File: src/rtl/fetch_seq_pkg.sv
// Shared definitions for the instruction fetch sequencer.
//   WORD_AW            : width of a word (not byte) address
//   START_PC_DEFAULT   : default boot byte address
//   HALT_WORD_DEFAULT  : default instruction word that stops fetch
//   TIMEOUT_DEFAULT    : default WAIT cycle limit before a fetch error
//   fetch_state_e      : sequencer state encoding
package fetch_seq_pkg;

  localparam int unsigned WORD_AW           = 30;
  localparam logic [31:0] START_PC_DEFAULT  = 32'h0040_0020;
  localparam logic [31:0] HALT_WORD_DEFAULT = 32'hFFFF_FFFF;
  localparam int unsigned TIMEOUT_DEFAULT   = 16;

  typedef enum logic [2:0] {
    StIdle = 3'd0,
    StReq  = 3'd1,
    StWait = 3'd2,
    StHold = 3'd3,
    StHalt = 3'd4,
    StErr  = 3'd5
  } fetch_state_e;

endpackage

File: src/rtl/fetch_npc_calc.sv
// Next-PC calculation: pc_word + 1 (+ sign-extended branch offset when taken).
//   pc_word  : current PC as a word address (pc[31:2])
//   br_taken : add the branch offset
//   br_imm16 : signed branch offset in words
//   npc      : next PC as a byte address, bits [1:0] always 00
module fetch_npc_calc
  import fetch_seq_pkg::*;
(
  input  logic [WORD_AW-1:0] pc_word,
  input  logic               br_taken,
  input  logic [15:0]        br_imm16,
  output logic [31:0]        npc
);

  logic [WORD_AW-1:0] imm_ext;
  logic [WORD_AW-1:0] offset;
  logic [WORD_AW-1:0] npc_word;

  sign_ext_30 u_sext (
    .imm (br_imm16),
    .ext (imm_ext)
  );

  assign offset = br_taken ? imm_ext : '0;

  // Carry-in supplies the sequential +1.
  full_adder_30 u_add (
    .a   (pc_word),
    .b   (offset),
    .cin (1'b1),
    .sum (npc_word)
  );

  assign npc = {npc_word, 2'b00};

endmodule

File: src/rtl/full_adder_30.sv
// 30-bit adder with carry-in; carry-out is dropped (modulo 2^30 result).
//   a, b : addends
//   cin  : carry-in
//   sum  : (a + b + cin) mod 2^30
module full_adder_30 (
  input  logic [29:0] a,
  input  logic [29:0] b,
  input  logic        cin,
  output logic [29:0] sum
);

  assign sum = a + b + {29'd0, cin};

endmodule

File: src/rtl/sign_ext_30.sv
// Sign-extends a 16-bit word offset to a 30-bit word offset.
//   imm : 16-bit signed offset
//   ext : 30-bit sign-extended offset
module sign_ext_30 (
  input  logic [15:0] imm,
  output logic [29:0] ext
);

  assign ext = {{14{imm[15]}}, imm};

endmodule

File: src/rtl/fetch_sequencer.sv
// Instruction fetch sequencer: owns the PC, issues one-cycle read requests to the
// instruction memory, waits for the response (with timeout), and presents the word
// to decode over a valid/ready handshake. Detects a halt word and memory timeout.
//   clk, reset               : clock, async active-high reset
//   run_en                   : permits new fetches
//   imem_req/addr            : read request strobe and byte address
//   imem_rdata/ack           : read response
//   if_valid/ready/instr/pc  : decode handshake and payload
//   br_taken/br_imm16        : branch outcome for the instruction being consumed
//   halted, fetch_err        : sticky status
//   instr_count              : instructions consumed by decode
module fetch_sequencer
  import fetch_seq_pkg::*;
#(
  parameter logic [31:0] START_PC  = START_PC_DEFAULT,
  parameter logic [31:0] HALT_WORD = HALT_WORD_DEFAULT,
  parameter int unsigned TIMEOUT   = TIMEOUT_DEFAULT
) (
  input  logic        clk,
  input  logic        reset,
  input  logic        run_en,
  output logic        imem_req,
  output logic [31:0] imem_addr,
  input  logic [31:0] imem_rdata,
  input  logic        imem_ack,
  output logic        if_valid,
  input  logic        if_ready,
  output logic [31:0] if_instr,
  output logic [31:0] if_pc,
  input  logic        br_taken,
  input  logic [15:0] br_imm16,
  output logic        halted,
  output logic        fetch_err,
  output logic [31:0] instr_count
);

  // Last counter value before the limit; reaching it without ack ends in ERR.
  localparam logic [7:0] TimeoutLast = 8'(TIMEOUT - 1);

  fetch_state_e state_q, state_d;
  logic [31:0]  pc_q, pc_d;
  logic [31:0]  ir_q, ir_d;
  logic [7:0]   wait_cnt_q, wait_cnt_d;
  logic [31:0]  count_q, count_d;
  logic         req_q, valid_q, halted_q, err_q;
  logic [31:0]  npc;

  fetch_npc_calc u_npc (
    .pc_word  (pc_q[31:2]),
    .br_taken (br_taken),
    .br_imm16 (br_imm16),
    .npc      (npc)
  );

  always_comb begin
    state_d    = state_q;
    pc_d       = pc_q;
    ir_d       = ir_q;
    wait_cnt_d = wait_cnt_q;
    count_d    = count_q;
    unique case (state_q)
      StIdle: if (run_en) state_d = StReq;
      StReq: begin
        wait_cnt_d = '0;
        state_d    = StWait;
      end
      StWait: begin
        // Ack takes priority over a timeout in the same cycle.
        if (imem_ack) begin
          if (imem_rdata == HALT_WORD) begin
            state_d = StHalt;
          end else begin
            ir_d    = imem_rdata;
            state_d = StHold;
          end
        end else begin
          wait_cnt_d = wait_cnt_q + 8'd1;
          if (wait_cnt_q == TimeoutLast) state_d = StErr;
        end
      end
      StHold: begin
        if (if_ready) begin
          pc_d    = npc;
          count_d = count_q + 32'd1;
          state_d = run_en ? StReq : StIdle;
        end
      end
      StHalt, StErr: state_d = state_q;
      default: state_d = StIdle;
    endcase
  end

  // Status outputs are registered from the next state so they line up with state_q.
  always_ff @(posedge clk or posedge reset) begin
    if (reset) begin
      state_q    <= StIdle;
      pc_q       <= START_PC;
      ir_q       <= '0;
      wait_cnt_q <= '0;
      count_q    <= '0;
      req_q      <= 1'b0;
      valid_q    <= 1'b0;
      halted_q   <= 1'b0;
      err_q      <= 1'b0;
    end else begin
      state_q    <= state_d;
      pc_q       <= pc_d;
      ir_q       <= ir_d;
      wait_cnt_q <= wait_cnt_d;
      count_q    <= count_d;
      req_q      <= (state_d == StReq);
      valid_q    <= (state_d == StHold);
      halted_q   <= (state_d == StHalt);
      err_q      <= (state_d == StErr);
    end
  end

  assign imem_req    = req_q;
  assign imem_addr   = pc_q;
  assign if_valid    = valid_q;
  assign if_instr    = ir_q;
  assign if_pc       = pc_q;
  assign halted      = halted_q;
  assign fetch_err   = err_q;
  assign instr_count = count_q;

endmodule

File: config.mk
export PLATFORM = sky130hd
export DESIGN_NAME = fetch_sequencer
export DESIGN_NICKNAME = d
export VERILOG_FILES = /design/src/rtl/fetch_seq_pkg.sv /design/src/rtl/fetch_npc_calc.sv /design/src/rtl/full_adder_30.sv /design/src/rtl/sign_ext_30.sv /design/src/rtl/fetch_sequencer.sv
export SDC_FILE = /design/constraint.sdc
export NUM_CORES = 1
export LEC_CHECK = 0
export CAP_MARGIN = 30
export CORE_MARGIN = 3
export CORE_UTILIZATION = 30
export DETAILED_ROUTE_END_ITERATION = 8
export PLACE_DENSITY = 0.63
export REMOVE_ABC_BUFFERS = 1
export SYNTH_ARGS = -nofsm -noshare
export SYNTH_HDL_FRONTEND = slang
export SYNTH_SLANG_ARGS = --single-unit
File: constraint.sdc
create_clock -name clk -period 3.6 [get_ports clk]
set_input_delay 0.54 -clock clk [delete_from_list [all_inputs] [get_ports clk]]
set_output_delay 0.54 -clock clk [all_outputs]
set_load 0.05 [all_outputs]
==> results.json, run 1 <==
{
  "synth_enable_flop_cells": 0,
  "clk_transition_reported_paths_ps": 70,
  "detail-route-antenna-nets": 0,
  "dr.first_iter.drc_count": 265,
  "cp-end-kind": "register",
  "final_hold_viol_count": 0,
  "worstSkewPairLatency_ps": 350,
  "rows": 51,
  "vias_per_cell": 4.70,
  "worstMarginPinSlew_ps": 865,
  "cts_htree_levels": 3,
  "globalRouteTotalUtil_pct": 14.6,
  "timing.max_slew.rel_slack_pct": 40.9,
  "place_congestion": 0.844,
  "number_of_antenna_violations_at_the_first_check_in_global_routing": 0,
  "path_max_fanout": 12,
  "cts-root-buf": "sky130_fd_sc_hd__clkbuf_16",
  "cellLeakagePower_nw": 3.99,
  "required_time_at_the_worst_slack_endpoint_ps": 3870,
  "timing_worst_setup_path_type": "in2reg",
  "clock_tree_buffer_depth": 2,
  "element_type_at_the_critical_path_start": "primary input",
  "top_level_ports": 186,
  "io_buffer_count": 181,
  "netlist_area_um2": 6180,
  "chipHeight_um": 150,
  "netlist-cell-type-count": 57,
  "numCtsBuffers": 9,
  "place_area_um2": 8540,
  "cts.sinks": 109,
  "yosysMostFrequentCell": "sky130_fd_sc_hd__dfrtp_1",
  "synth.top_cells.by_count": "sky130_fd_sc_hd__dfrtp_1, sky130_fd_sc_hd__nand2_1, sky130_fd_sc_hd__o21ai_0",
  "fmax_mhz": 298,
  "finalClockSkew_ps": 8.00,
  "maxCapViolations": 0,
  "area_delta_synth_final_pct": 43.2,
  "tritoncts": "built",
  "first_global_vias": 5268,
  "setup_viol": 0,
  "post_synth_inst_count": 624,
  "antenna-diode-count": 0,
  "outcome": "completed",
  "async_reset_ff_share_pct": 100,
  "post-route-cell-area_um2": 8850,
  "yosys_warnings": 0,
  "num_vias": 5190,
  "slowest_stage": "sky130_fd_sc_hd__clkdlybuf4s50_1",
  "setup-tns-final_ps": 0,
  "grt_pass1_wl_mm": 26.6,
  "dieArea_um2": 22400,
  "worst_ir_drop_vdd_uv": 609,
  "overflow": 0,
  "final_layout_size_suffix_gt1_share_pct": 15.3,
  "timing.final.crit_share_pct": 93.2,
  "power_per_cell_area_nw_per_um2": 859,
  "design_power_total_mw": 7.61,
  "design.final.nets": 920,
  "detailedPlacementHpwl_mm": 12.4,
  "path_cells": "clkdlybuf4s50_1 > buf_4 > and2_1 > ha_1 > and2_0 > a221o_1 > nand3b_1 > a31oi_1 > o21ai_1 > a211o_1 > a221oi_2 > mux2i_1 > xnor2_1",
  "syn_avg_cell_area_um2": 9.91,
  "timing.critical_path.slowest_cell_delay_ps": 450,
  "die_w_um": 150,
  "remaining_drc_errors": 0,
  "grt_setup_unrepaired": "no",
  "routed_wl_mm": 16.2,
  "ys_seq_elements": 109,
  "ys_dominant_reg_cell": "sky130_fd_sc_hd__dfrtp_1",
  "hold_buffers": 0,
  "wire_per_inst_um": 14.6,
  "ys_top_cells_by_area": "sky130_fd_sc_hd__dfrtp_1, sky130_fd_sc_hd__ha_1, sky130_fd_sc_hd__mux2_2",
  "synth_sequential_area_ratio_pct": 44.2,
  "cp_data_arrival_time_ps": 3630,
  "final-max-slew-violation-count": 0,
  "layout_min_cycle_time_ps": 3350,
  "floorplan.initialDensity_pct": 31.1,
  "first_pass_iters": 4,
  "core_region_area_um2": 19800,
  "pin_count_of_the_biggest_net_entering_global_routing": 73,
  "hp-class": "reg2reg",
  "synth_area_leader_cell": "sky130_fd_sc_hd__dfrtp_1",
  "synth.top_cell.area_share_pct": 43.3
}
what timing repair did:
action | 4_1_cts | 5_1_grt
setup buffers | 0 | 0
gates resized for setup | 0 | 2
endpoints found under the setup margin | 0 | 2
worst max-delay path: cells and delay by family:
family	cells	cell delay (ps)
buffers and inverters	2	620
AND/OR/NAND/NOR	3	480
multiplexers	1	240
adder cells (fa/ha/maj)	1	240
AO/OA/AOI/OAI	5	1370
XOR/XNOR	1	140
through the flow:
step	util (%)	instances	setup slack, ps	hold WS [ps]
global route	44.6	1104	49.2	495
finish	44.6	1104	245	472
floorplan	-	577	160	498
global placement	43.0	1088	-17.1	460
CTS	44.5	1104	234	475
detailed placement	43.0	1088	-111	465
registers in the layout (all words and copies together) (netlist names):
signal / count
state_q: 3
halted: 1
if_pc: 30
wait_cnt_q: 8
if_instr: 32
imem_req: 1
instr_count: 32
if_valid: 1
fetch_err: 1
final timing paths:
check	start	cells after the start	endpoint	slack, ps
worst max-delay path	br_taken	13	if_pc[31]	250
worst min-delay path	instr_count[31]	1	instr_count[31]	470
worst max register to register	if_pc[2]	13	if_pc[28]	640
worst min register to register	instr_count[31]	1	instr_count[31]	470
max in group asynchronous	reset	3	if_pc[5]	2230
min in group asynchronous	reset	2	instr_count[7]	570
logic make-up (layout without fill, tap and decap cells):
kind of cell / count (synthesis) / count (layout) / synth area share [%]
AND/OR/NAND/NOR: 211 / 211 / 17.3
AO/OA/AOI/OAI: 111 / 111 / 11.2
flip-flops: 109 / 109 / 44.2
buffers and inverters: 67 / 279 / 6.13
XOR/XNOR: 59 / 59 / 8.36
multiplexers: 34 / 34 / 6.17
adder cells (fa/ha/maj): 32 / 32 / 6.60
other: 1 / 4 / 0.0607
power by group:
part           switching (mW)  internal [mW]
clock network           0.486          0.549
logic                    2.86           1.75
registers               0.347           1.61
routing by layer:
metal  wire [um]  up-vias  GRT usage (%)
li1            -     2584              -
met1        7550     2447           19.9
met2        7520      148           24.2
met3         893       11           2.21
met4         190        0           4.12
met5           0        -              0
cells in the final DEF, fill, tap and decap left out, types with 2 or more instances in the layout:
master	n
sky130_fd_sc_hd__clkdlybuf4s50_1	181
sky130_fd_sc_hd__dfrtp_1	107
sky130_fd_sc_hd__nand2_1	66
sky130_fd_sc_hd__buf_4	64
sky130_fd_sc_hd__o21ai_0	38
sky130_fd_sc_hd__nor2_1	36
sky130_fd_sc_hd__mux2_2	33
sky130_fd_sc_hd__xnor2_1	32
sky130_fd_sc_hd__ha_1	31
sky130_fd_sc_hd__xor2_1	27
sky130_fd_sc_hd__a21oi_1	26
sky130_fd_sc_hd__nand4_1	23
sky130_fd_sc_hd__and2_1	20
sky130_fd_sc_hd__a21o_1	17
sky130_fd_sc_hd__nand3_1	16
sky130_fd_sc_hd__inv_1	16
sky130_fd_sc_hd__clkbuf_16	9
sky130_fd_sc_hd__nor2b_1	7
sky130_fd_sc_hd__and3_1	7
sky130_fd_sc_hd__nor3_1	7
sky130_fd_sc_hd__a31oi_1	6
sky130_fd_sc_hd__nand2b_1	6
sky130_fd_sc_hd__conb_1	4
sky130_fd_sc_hd__and4_1	3
sky130_fd_sc_hd__or4_1	3
sky130_fd_sc_hd__a221o_1	3
sky130_fd_sc_hd__o31ai_1	3
sky130_fd_sc_hd__or3_1	2
sky130_fd_sc_hd__nor3b_1	2
sky130_fd_sc_hd__o2111ai_1	2
sky130_fd_sc_hd__or2_2	2
sky130_fd_sc_hd__nor4_1	2
sky130_fd_sc_hd__dfstp_2	2
area by class of cell:
cell class                 instances  area (um^2)
timing repair buffer             246         2310
sequential                       109         2730
fill                            1922        11000
multi-input combinational        451         3110
clock inverter                     6         71.3
tap                              265          332
inverter                          17         66.3
clock buffer                      10          229
No activity file was read; power rests on OpenSTA's default activity.
==> inputs of run 2 (changes only) <==
--- a/config.mk
+++ b/config.mk
@@ -11,6 +11,7 @@
 export DETAILED_ROUTE_END_ITERATION = 8
 export PLACE_DENSITY = 0.63
 export REMOVE_ABC_BUFFERS = 1
+export SETUP_SLACK_MARGIN = 0.2
 export SYNTH_ARGS = -nofsm -noshare
 export SYNTH_HDL_FRONTEND = slang
 export SYNTH_SLANG_ARGS = --single-unit
==> run 2 against run 1 <==
Utilization rose by 0.38 points; critical endpoint unchanged; via count grew 0.87%; total power rose by 0.47%; routed wire length rose by 1.1%; worst hold slack is essentially flat.
==> results.json, run 2 (synthesis results as in run 1) <==
{
  "layout_min_cycle_time_ps": 3180,
  "final_layout_size_suffix_gt1_share_pct": 16.5,
  "timing_worst_setup_path_type": "in2reg",
  "slowest_stage": "sky130_fd_sc_hd__clkdlybuf4s50_1",
  "number_of_antenna_violations_at_the_first_check_in_global_routing": 0,
  "element_type_at_the_critical_path_start": "primary input",
  "setup-tns-final_ps": 0,
  "worst_ir_drop_vdd_uv": 613,
  "grt_setup_unrepaired": "no",
  "place_congestion": 0.844,
  "cp_data_arrival_time_ps": 3450,
  "path_cells": "clkdlybuf4s50_1 > and2_1 > ha_4 > a21o_1 > a221o_1 > nand3b_1 > a31oi_2 > o21ai_2 > a211o_1 > a221oi_2 > mux2i_1 > xnor2_1",
  "tritoncts": "built",
  "most_used_cells_in_the_layout_excluding_fill_and_tap_cells": "sky130_fd_sc_hd__clkdlybuf4s50_1, sky130_fd_sc_hd__dfrtp_1, sky130_fd_sc_hd__nand2_1, sky130_fd_sc_hd__buf_4, sky130_fd_sc_hd__o21ai_0",
  "met3_routed_wl_um": 871,
  "maxCapViolations": 0,
  "final_core_util_pct": 45.0,
  "die_w_um": 150,
  "setup_viol": 0,
  "wl_met2_mm": 7.59,
  "final_common_cell": "sky130_fd_sc_hd__clkdlybuf4s50_1",
  "top_level_ports": 186,
  "path_max_fanout": 3,
  "required_time_at_the_worst_slack_endpoint_ps": 3870,
  "cellLeakagePower_nw": 4.02,
  "floorplan.initialDensity_pct": 31.1,
  "clk_transition_reported_paths_ps": 70,
  "clock_tree_buffer_depth": 2,
  "fmax_mhz": 315,
  "overflow": 0,
  "remaining_drc_errors": 0,
  "power_per_cell_area_nw_per_um2": 856,
  "final-max-slew-violation-count": 0,
  "routed_wl_mm": 16.3,
  "instances_no_fill": 1108,
  "vias_per_cell": 4.72,
  "dieArea_um2": 22400,
  "worstMarginPinSlew_ps": 865,
  "chipHeight_um": 150,
  "num_vias": 5235,
  "globalRouteTotalUtil_pct": 14.6,
  "cp-end-kind": "register",
  "cts-root-buf": "sky130_fd_sc_hd__clkbuf_16",
  "timing.critical_path.slowest_cell_delay_ps": 470,
  "grt_pass1_wl_mm": 26.6,
  "place_area_um2": 8540,
  "design_power_total_mw": 7.64,
  "antenna-diode-count": 0,
  "cts.sinks": 109,
  "worst_hold_slack_ps": 472,
  "pin_count_of_the_biggest_net_entering_global_routing": 73,
  "top_signal_layer_used": "met4",
  "outcome": "completed",
  "first_pass_iters": 6,
  "io_buffer_count": 181,
  "final_hold_viol_count": 0,
  "critical_path.n_buffers_inverters": 1,
  "area_delta_synth_final_pct": 44.5,
  "detail_route.wirelength.met1_mm": 7.68,
  "design.final.nets": 924,
  "numCtsBuffers": 9,
  "largest_delay_share_family_worst_path": "compound AO/OA/AOI/OAI gates",
  "finalClockSkew_ps": 8.38,
  "core_region_area_um2": 19800,
  "layout_setup_ws_ps": 422,
  "timing.final.crit_share_pct": 88.3,
  "detail-route-antenna-nets": 0,
  "rows": 51,
  "layout.filler_cells": 1916,
  "cts_htree_levels": 3,
  "wire_per_inst_um": 14.7,
  "pre_cts_ws_ps": -111,
  "worstSkewPairLatency_ps": 350,
  "hp-class": "reg2reg",
  "post-route-cell-area_um2": 8930,
  "first_global_vias": 5268,
  "dr.first_iter.drc_count": 221,
  "dpl.cell_count": 1088,
  "timing.max_slew.rel_slack_pct": 40.9,
  "detailedPlacementHpwl_mm": 12.4
}
run 2: cell count changes in the layout (fill, tap and decap cells not counted), sizes merged:
cell	delta
buf	+4
dlymetal6s2s	+1
clkdlybuf4s50	-1
run 2: cell type report:
cell class | count | area, um^2 | area share (%)
clock buffer | 10 | 229 | 2.56
clock inverter | 6 | 71.3 | 0.799
multi-input combinational | 451 | 3150 | 35.3
inverter | 17 | 66.3 | 0.743
timing repair buffer | 250 | 2350 | 26.3
sequential | 109 | 2730 | 30.6
tap | 265 | 332 | 3.71
run 2: what timing repair did:
item,4_1_cts,5_1_grt
hold endpoints to repair,0,0
setup endpoints to repair,0,7
buffers inserted,0,3
hold buffers,0,0
resized for setup,0,11
run 2: path summary, 6_finish.rpt:
| check | endpoint | slack [ps] | from | cells after the start |
|---|---|---|---|---|
| max in group asynchronous | if_pc[5] | 2230 | reset | 3 |
| setup reg to reg | if_pc[30] | 730 | if_pc[2] | 13 |
| hold reg to reg | instr_count[31] | 470 | instr_count[31] | 1 |
| min in group asynchronous | instr_count[7] | 580 | reset | 2 |
| hold / removal | instr_count[31] | 470 | instr_count[31] | 1 |
| setup / recovery | if_pc[31] | 420 | br_imm16[8] | 12 |
run 2: routing by layer:
metal,global-route usage [%],vias up
met5,0,-
met4,4.12,0
met3,2.21,11
met2,24.2,148
met1,19.9,2486
li1,-,2590
run 2: worst register-to-register path: cells and delay by family, from the launching register on:
family,cells,cell delay (ps)
AOI/OAI and AO/OA,7,1290
adders and majority gates,2,530
DFF,1,440
and+or+nand+nor,1,180
xor gates and xnor gates,1,150
buffers and inverters,2,140
run 2: power by group:
group / total, mW / internal (mW) / switching (mW)
combinational: 4.65 / 1.77 / 2.88
sequential: 1.96 / 1.61 / 0.349
clock: 1.04 / 0.549 / 0.486
total: 7.64 / 3.93 / 3.71
==> inputs of run 3 (changes only) <==
==> constraint.sdc (replaced) <==
create_clock -name clk -period 2.74 [get_ports clk]
set_input_delay 0.411 -clock clk [delete_from_list [all_inputs] [get_ports clk]]
set_output_delay 0.411 -clock clk [all_outputs]
set_load 0.05 [all_outputs]
==> run 3 against run 2 <==
The run now ends with negative setup slack left; sequential power up 28%; clock-buffer cell count down 1; utilization up 3.1 points; final area up 6.8%; critical endpoint is now if_pc[29]; largest cell class unchanged; highest routed layer unchanged.
==> results.json, run 3 (synthesis results as in run 1) <==
{
  "outcome": "complete, but fails checks",
  "violations_in_the_final_reports": "negative setup slack",
  "dieArea_um2": 22400,
  "cp-end-kind": "register",
  "maxCapViolations": 0,
  "timing.max_slew.rel_slack_pct": 55.3,
  "worst_hold_slack_ps": 414,
  "dr.first_iter.drc_count": 190,
  "top_level_ports": 186,
  "numCtsBuffers": 9,
  "globalRouteTotalUtil_pct": 14.8,
  "number_of_antenna_violations_at_the_first_check_in_global_routing": 0,
  "cts_htree_levels": 3,
  "worst_ir_drop_vdd_uv": 851,
  "finalClockSkew_ps": 19.9,
  "grt_pass1_wl_mm": 26.8,
  "met3_routed_wl_mm": 1.00,
  "top_signal_layer_used": "met4",
  "post-route-cell-area_um2": 9540,
  "timing.critical_path.slowest_cell_delay_ps": 460,
  "first_global_vias": 5401,
  "cts.sinks": 109,
  "cp_data_arrival_time_ps": 3090,
  "path_max_fanout": 3,
  "detail-route-antenna-nets": 0,
  "worstMarginPinSlew_ps": 654,
  "grt_setup_unrepaired": "yes",
  "clk_transition_reported_paths_ps": 80,
  "setup-tns-final_ps": -171,
  "remaining_drc_errors": 0,
  "wire_per_inst_um": 14.8,
  "chipHeight_um": 150,
  "most_used_cells_in_the_layout_excluding_fill_and_tap_cells": "sky130_fd_sc_hd__clkdlybuf4s50_1, sky130_fd_sc_hd__dfrtp_1, sky130_fd_sc_hd__buf_4",
  "floorplan.initialDensity_pct": 31.1,
  "first_pass_iters": 4,
  "detailedPlacementHpwl_mm": 12.6,
  "hp-class": "in2async",
  "clock_tree_buffer_depth": 2,
  "final-max-slew-violation-count": 0,
  "place_area_um2": 8790,
  "cts-root-buf": "sky130_fd_sc_hd__clkbuf_16",
  "final_common_cell": "sky130_fd_sc_hd__clkdlybuf4s50_1",
  "final_hold_viol_count": 0,
  "startpoint": "br_imm16[1]",
  "num_vias": 5408,
  "timing_worst_setup_path_type": "in2reg",
  "setup.reg_to_reg.worst_slack_ps": -40,
  "slowest_stage": "sky130_fd_sc_hd__or4_1",
  "regToRegStartpoint": "if_pc[11]",
  "power_per_cell_area_nw_per_um2": 1110,
  "rows": 51,
  "io_buffer_count": 181,
  "element_type_at_the_critical_path_start": "primary input",
  "detail_route.wirelength.met1_mm": 7.65,
  "setup_viol": 4,
  "wl_met2_mm": 8.14,
  "pin_count_of_the_biggest_net_entering_global_routing": 65,
  "final_layout_size_suffix_gt1_share_pct": 24.9,
  "reg2regPathDepth": 10,
  "design.final.nets": 964,
  "r2r-end": "if_pc[31]",
  "fmax_mhz": 355,
  "layout_setup_ws_ps": -74.7,
  "tritoncts": "built",
  "required_time_at_the_worst_slack_endpoint_ps": 3020,
  "place_congestion": 0.847,
  "cellLeakagePower_nw": 4.29,
  "area_delta_synth_final_pct": 54.3,
  "layout_min_cycle_time_ps": 2810,
  "antenna-diode-count": 0,
  "path_cells": "clkdlybuf4s50_1 > and2_4 > ha_1 > nor2b_4 > o2111ai_2 > a21boi_2 > a31oi_2 > o21ai_2 > a211o_1 > a21oi_1 > buf_4 > or4_1 > nand3_1",
  "worstSkewPairLatency_ps": 360,
  "routed_wl_mm": 17.0,
  "die_w_um": 150,
  "core_region_area_um2": 19800,
  "overflow": 0,
  "timing.final.crit_share_pct": 103,
  "final_core_util_pct": 48.1,
  "hold_buffers": 0,
  "vias_per_cell": 4.71
}
-- run 3: cell types whose count changed in the layout (fill, tap and decap cells not counted), sizes merged --
| cell | change |
|---|---|
| dlymetal6s2s | -1 |
| clkbuf | -1 |
| dlygate4sd2 | +3 |
| inv | +2 |
| bufinv | -1 |
| clkdlybuf4s50 | -5 |
| clkdlybuf4s15 | +2 |
| buf | +41 |
| clkinvlp | +1 |
| clkinv | -1 |
-- run 3: worst max-delay path by stage --
stage | end | slack (ps) | cells past startpoint
after floorplan | instr_count[31] | -700 | 9
after global placement | if_pc[31] | -860 | 13
after detailed placement | if_pc[31] | -950 | 13
after CTS | if_pc[31] | -100 | 10
after global routing | if_pc[31] | -160 | 10
final | if_pc[29] | -70 | 13
-- run 3: through the flow --
step                power (mW)  instances  setup slack [ps]
finish                    10.6       1148             -74.7
global route              11.2       1148              -162
CTS                       10.4       1144              -104
detailed placement        8.86       1121              -952
global placement          8.82       1121              -860
floorplan                 6.40        577              -700
-- run 3: worst max-delay path: cells and delay by family --
| family | cells | cell delay (ps) |
|---|---|---|
| buffers and inverters | 2 | 560 |
| AOI/OAI and AO/OA | 6 | 940 |
| adders and majority gates | 1 | 280 |
| and+or+nand+nor | 4 | 880 |
-- run 3: area by class of cell --
cell class / count / area [um^2]
Multi-Input combinational cell: 451 / 3450
Inverter: 17 / 66.3
Clock buffer: 9 / 225
Fill cell: 1848 / 10300
Tap cell: 265 / 332
Timing Repair Buffer: 290 / 2660
Clock inverter: 7 / 73.8
Sequential cell: 109 / 2730
-- run 3: what timing repair did --
action,4_1_cts,5_1_grt
endpoints found under the setup margin,23,22
buffers inserted,7,4
gates resized for setup,54,41
pin swaps,28,19
-- run 3: metal layers --
| metal | global-route usage [%] | vias to the layer above |
|---|---|---|
| li1 | - | 2668 |
| met1 | 20.2 | 2564 |
| met2 | 24.5 | 159 |
| met3 | 2.76 | 17 |
| met4 | 3.66 | 0 |
| met5 | 0 | - |
-- run 3: power breakdown --
| part | switching [mW] | internal, mW |
|---|---|---|
| Clock | 0.689 | 0.649 |
| Combinational | 4.04 | 2.68 |
| Sequential | 0.396 | 2.12 |
| Total | 5.13 | 5.45 |
